## src/rtl/imem_fetch_ctrl.sv

```systemverilog
// Fetch-side instruction-memory sequencer. It keeps at most one req/ack access in flight,
// generates the fetch stall and decode bubble, and discards wrong-path responses after a redirect.
module imem_fetch_ctrl #(
    parameter int DATA_W      = 32,
    parameter int STALL_CNT_W = 32,
    parameter int DROP_CNT_W  = 16
) (
    input  logic                   clk_i,
    input  logic                   rst_i,
    input  logic [DATA_W-1:0]      pc_f_i,
    input  logic                   hazard_stall_i,
    input  logic                   redirect_i,
    output logic                   imem_req_o,
    output logic [DATA_W-1:0]      imem_addr_o,
    input  logic                   imem_ack_i,
    input  logic [DATA_W-1:0]      imem_rdata_i,
    output logic [DATA_W-1:0]      instr_f_o,
    output logic                   fetch_stall_o,
    output logic                   bubble_d_o,
    output logic [STALL_CNT_W-1:0] stall_cycles_o,
    output logic [DROP_CNT_W-1:0]  drop_count_o,
    output logic [1:0]             dbg_state_o
);

    typedef enum logic [1:0] {
        ST_IDLE  = 2'd0,
        ST_FETCH = 2'd1,
        ST_HOLD  = 2'd2,
        ST_DROP  = 2'd3
    } state_t;

    state_t                 r_state;
    logic                   r_pending;
    logic [DATA_W-1:0]      r_addr;
    logic [DATA_W-1:0]      r_buf;
    logic [STALL_CNT_W-1:0] r_stall_cnt;
    logic [DROP_CNT_W-1:0]  r_drop_cnt;

    logic                   w_req;
    logic                   w_stall;
    logic                   w_bubble;
    logic [DATA_W-1:0]      w_instr;
    logic                   w_redirect;
    logic                   w_stall_inc;
    logic                   w_drop_inc;

    // Handshake: a request is outstanding from the first cycle imem_req_o=1 until the cycle
    // imem_ack_i=1 while imem_req_o=1. The address is held in r_addr for that whole span.
    // An ack seen while imem_req_o=0 (IDLE, HOLD) is ignored.
    assign w_redirect  = redirect_i & ~hazard_stall_i;
    assign imem_addr_o = r_pending ? r_addr : pc_f_i;

    always_comb begin
        w_req    = 1'b0;
        w_stall  = 1'b1;
        w_bubble = 1'b1;
        w_instr  = '0;
        case (r_state)
            ST_FETCH: begin
                w_req = 1'b1;
                if (imem_ack_i) begin
                    w_bubble = 1'b0;
                    if (!hazard_stall_i) begin
                        w_stall = 1'b0;
                        w_instr = imem_rdata_i;
                    end
                end else if (w_redirect) begin
                    w_stall = 1'b0;
                end else begin
                    w_bubble = ~hazard_stall_i;
                end
            end
            ST_HOLD: begin
                w_bubble = 1'b0;
                w_stall  = hazard_stall_i;
                w_instr  = r_buf;
            end
            ST_DROP: begin
                w_req    = 1'b1;
                w_bubble = ~hazard_stall_i;
            end
            default: ;
        endcase
    end

    // The post-reset IDLE cycle is not a memory wait, so it is kept out of the stall count.
    assign w_stall_inc = (r_state != ST_IDLE) && w_stall && !hazard_stall_i &&
                         (r_stall_cnt != {STALL_CNT_W{1'b1}});
    assign w_drop_inc  = (r_state == ST_DROP) && imem_ack_i &&
                         (r_drop_cnt != {DROP_CNT_W{1'b1}});

    always_ff @(posedge clk_i or posedge rst_i) begin
        if (rst_i) begin
            r_state     <= ST_IDLE;
            r_pending   <= 1'b0;
            r_addr      <= '0;
            r_buf       <= '0;
            r_stall_cnt <= '0;
            r_drop_cnt  <= '0;
        end else begin
            if (w_req && !r_pending) r_addr <= pc_f_i;
            if (w_stall_inc) r_stall_cnt <= r_stall_cnt + STALL_CNT_W'(1);
            if (w_drop_inc)  r_drop_cnt  <= r_drop_cnt + DROP_CNT_W'(1);
            case (r_state)
                ST_IDLE: r_state <= ST_FETCH;
                ST_FETCH: begin
                    if (imem_ack_i) begin
                        r_pending <= 1'b0;
                        if (hazard_stall_i) begin
                            r_buf   <= imem_rdata_i;
                            r_state <= ST_HOLD;
                        end
                    end else begin
                        r_pending <= 1'b1;
                        if (w_redirect) r_state <= ST_DROP;
                    end
                end
                ST_HOLD: begin
                    if (!hazard_stall_i) begin
                        r_pending <= 1'b0;
                        r_state   <= ST_FETCH;
                    end
                end
                ST_DROP: begin
                    if (imem_ack_i) begin
                        r_pending <= 1'b0;
                        r_state   <= ST_FETCH;
                    end
                end
                default: r_state <= ST_IDLE;
            endcase
        end
    end

    assign imem_req_o     = w_req;
    assign instr_f_o      = w_instr;
    assign fetch_stall_o  = w_stall;
    assign bubble_d_o     = w_bubble;
    assign stall_cycles_o = r_stall_cnt;
    assign drop_count_o   = r_drop_cnt;
    assign dbg_state_o    = r_state;

endmodule

```

## config.mk

```make
export PLATFORM = sky130hd
export DESIGN_NAME = imem_fetch_ctrl
export DESIGN_NICKNAME = d
export VERILOG_FILES = /design/src/rtl/imem_fetch_ctrl.sv
export SDC_FILE = /design/constraint.sdc
export NUM_CORES = 1
export LEC_CHECK = 0
export BUFFER_PORTS_ARGS = -buffer_cell sky130_fd_sc_hd__buf_2
export CAP_MARGIN = 40
export CELL_PAD_IN_SITES_DETAIL_PLACEMENT = 2
export CELL_PAD_IN_SITES_GLOBAL_PLACEMENT = 2
export CORE_MARGIN = 10
export CORE_UTILIZATION = 32
export CTS_CLUSTER_DIAMETER = 60
export DETAILED_ROUTE_END_ITERATION = 10
export PLACE_DENSITY = 0.81
export SLEW_MARGIN = 20
export SYNTH_ARGS = -nofsm -noshare
export SYNTH_HDL_FRONTEND = slang
export SYNTH_SLANG_ARGS = --single-unit
```

## constraint.sdc

```tcl
create_clock -name clk_i -period 3.91 [get_ports clk_i]
set_input_delay 0 -clock clk_i [delete_from_list [all_inputs] [get_ports clk_i]]
set_output_delay 0 -clock clk_i [all_outputs]
set_load 0.005 [all_outputs]
```

==> metrics.cfg <==
[power]
p_leak_nw = 3.80
power.total_w = 0.00541
powerDensity_nw_per_um2 = 661
peakVddDrop_mv = 0.347

[clock_network]
h-tree-depth = 4
cts_resized = 0
clock_path_buffers = 2
cts_buffers = 17
cts.reportedPaths.clkPinSlew_ns = 0.05
cts.sinks = 115
clockRootBuffer = clkbuf_16
insertion_delay_ns = 0.42
cts_tree = built

[logic_synthesis]
synth.avg_cell_area_um2 = 11.7
ys_top_cells_by_area = dfrtp_1 (50%), mux2_2 (19%), a22oi_1 (4.1%)
syn_inst = 495
synth_seq_area_share_pct = 49.6
synth.distinct_cells = 39
synth.most_common_cell = dfrtp_1
ys_seq_elements = 115
syn_nets = 571
synthArstFlopShare_pct = 100
synth_edf_count = 0
synth_top_cell_by_area = dfrtp_1
yosysWarningCount = 0
netlist_area_um2 = 5800
synthTopCellsByCount = dfrtp_1 (115), mux2_2 (99), nor2b_1 (34)
synth_ff_type = dfrtp_1
synth.top_cell.area_share_pct = 49.6

[layout]
fin_nets = 826
area_delta_synth_final_pct = 41.3
post-route-util_pct = 45.7
finish.instance_area_um2 = 8190
drive_above_1_share_pct = 43.4
fillers = 1863

[die]
die_y_um = 155
fp.dieW_um = 155
rows = 49
io_pins = 186
core_um2 = 17900
die_area_um2 = 23900
initial_core_util_pct = 32.4

[setup_path]
critPathTopFamily = compound AO/OA/AOI/OAI gates
cpPeakStageDelay_ns = 0.59
crit_required_ns = 4.24
path_buf_inv = 1
cpMostUsedCell = a2111o_1
path_max_fanout = 9
start_kind = flip-flop
cpMaxStageDelayCell = a2111o_1
crit_type = flip-flop to flip-flop
crit_chain = inv_1 -> ha_1 -> or3b_4 -> a2111o_1 -> a2111o_1 -> nor3_2 -> xor2_1
cp.arrival_ns = 3.30
end_kind = flip-flop

[placed_design]
pre_cts_ws_ns = 0.959
place.gp.congestion = 0.744
dp_hpwl_um = 14200
port_buffers = 185
placed_cell_area_um2 = 6990

[timing]
slew_headroom_pct = 43.1
worstMarginPinSlew_ns = 0.848
max_clock_freq_ghz = 0.338
fin_tns_setup_ns = 0
finalHoldViolations = 0
fin_ws_ns = 0.948
setup_viol = 0
clock_skew_ns = 0.0122
rsz0062_at_grt = no
period_minus_slack_ns = 2.96
slew_viol_final = 0
fin_crit_sh_pct = 75.7

[detailed_routing]
drt_iter0_markers = 152
route.detailed.drc = 0
wl_um = 21900
antenna_left = 0
wl_per_cell_um = 22.1
viasPerCell = 5.05
drt-pass1-iter-count = 4
vias = 5000

[run]
maxCapViolCount = 0

[worst_hold_path]
hold_path_class = input pin to flip-flop

[status]
status = finished clean

[grt]
antenna_found_initial = 1
first_global_vias = 5741
grt_first_pass_wirelength_um = 34300
groute.usage.overall_pct = 18.1
grt_max_degree = 41
grt-ovfl-total = 0

[where the power goes]
| part | switching [W] | internal [W] |
|---|---|---|
| Clock | 0.000548 | 0.000878 |
| Combinational | 0.000993 | 0.00109 |
| Sequential | 0.000293 | 0.00161 |
[cell usage in the layout, fill, tap and decap left out, drive strengths merged, types with 2 or more instances in the layout]
master	instances
nor4	7
inv	10
nand4	14
dfrtp	115
nand3b	2
a2111o	2
nor2	17
xnor2	19
and4	3
dlygate4sd3	67
buf	194
xor2	25
clkinv	4
ha	7
mux2	99
or2	3
and3	5
nor3	16
a22oi	32
nand2	15
nand3	22
nor2b	34
o22ai	2
clkbuf	24
a21oi	10
[tightest hold or removal path: stages]
cell and delay (ns):
buf_2 0.12, nand2_1 0.08, a21oi_1 0.07, nor2_1 0.09, a21oi_1 0.05
[routing by layer]
layer / share of wire [%] / wire [um] / track usage (%)
met1: 40 / 8700 / 20.2
met2: 53 / 11500 / 32.0
met3: 5.8 / 1260 / 5.41
met4: 1.7 / 382 / 5.76
met5: 0 / 0 / 0
[timing repair]
item,in CTS,in global routing
setup endpoints to repair,0,0
hold buffers,67,0
hold endpoints to repair,104,0
setup buffers,0,0
[final timing paths]
| check | from | end | slack (ns) | depth (start not counted) |
|---|---|---|---|---|
| setup / recovery | dbg_state_o[1]$_DFFE_PP0P_ | stall_cycles_o[25]$_DFFE_PP0P_ | 0.95 | 7 |
| min in group asynchronous | rst_i | drop_count_o[13]$_DFFE_PP0P_ | 0.19 | 3 |
| setup reg to reg | dbg_state_o[1]$_DFFE_PP0P_ | stall_cycles_o[25]$_DFFE_PP0P_ | 0.95 | 7 |
| hold reg to reg | r_addr[31]$_DFFE_PP0P_ | r_addr[31]$_DFFE_PP0P_ | 0.50 | 1 |
| hold / removal | redirect_i | dbg_state_o[0]$_DFFE_PP0P_ | 0.05 | 5 |
| max in group asynchronous | rst_i | r_buf[29]$_DFFE_PP0P_ | 2.78 | 4 |
[area by class of cell]
| type | count | area (um^2) | share of cell area, % |
|---|---|---|---|
| well taps | 229 | 287 | 3.50 |
| repair buffers | 261 | 1670 | 20.4 |
| diodes | 1 | 2.50 | 0.0306 |
| flip-flops and latches | 115 | 2880 | 35.1 |
| clock inverters | 5 | 27.5 | 0.336 |
| inverters | 10 | 40.0 | 0.489 |
| clock buffers | 24 | 502 | 6.13 |
| multi-input cells | 345 | 2780 | 34.0 |
[registers in the layout (all words and copies together) (netlist names)]
| register | cells |
|---|---|
| r_addr | 32 |
| drop_count_o | 16 |
| r_buf | 32 |
| dbg_state_o | 2 |
| stall_cycles_o | 32 |
| r_pending | 1 |
[cells by family after synthesis]
family | count (synthesis) | share of synthesized area [%]
mux | 100 | 19.4
fa+ha+maj | 7 | 1.51
compound gates | 51 | 6.24
simple gates | 143 | 14.1
flops | 115 | 49.6
buf+inv | 35 | 2.42
xor+xnor | 44 | 6.65
[per-stage QoR]
step / hold WS (ns) / instances
finish: 0.0489 / 990
global route: 0.0733 / 990
CTS: 0.0374 / 989
detailed placement: 0.0896 / 893
global placement: 0.0760 / 892
floorplan: 0.129 / 495
Note: power is estimated with default switching activity, not from simulation.
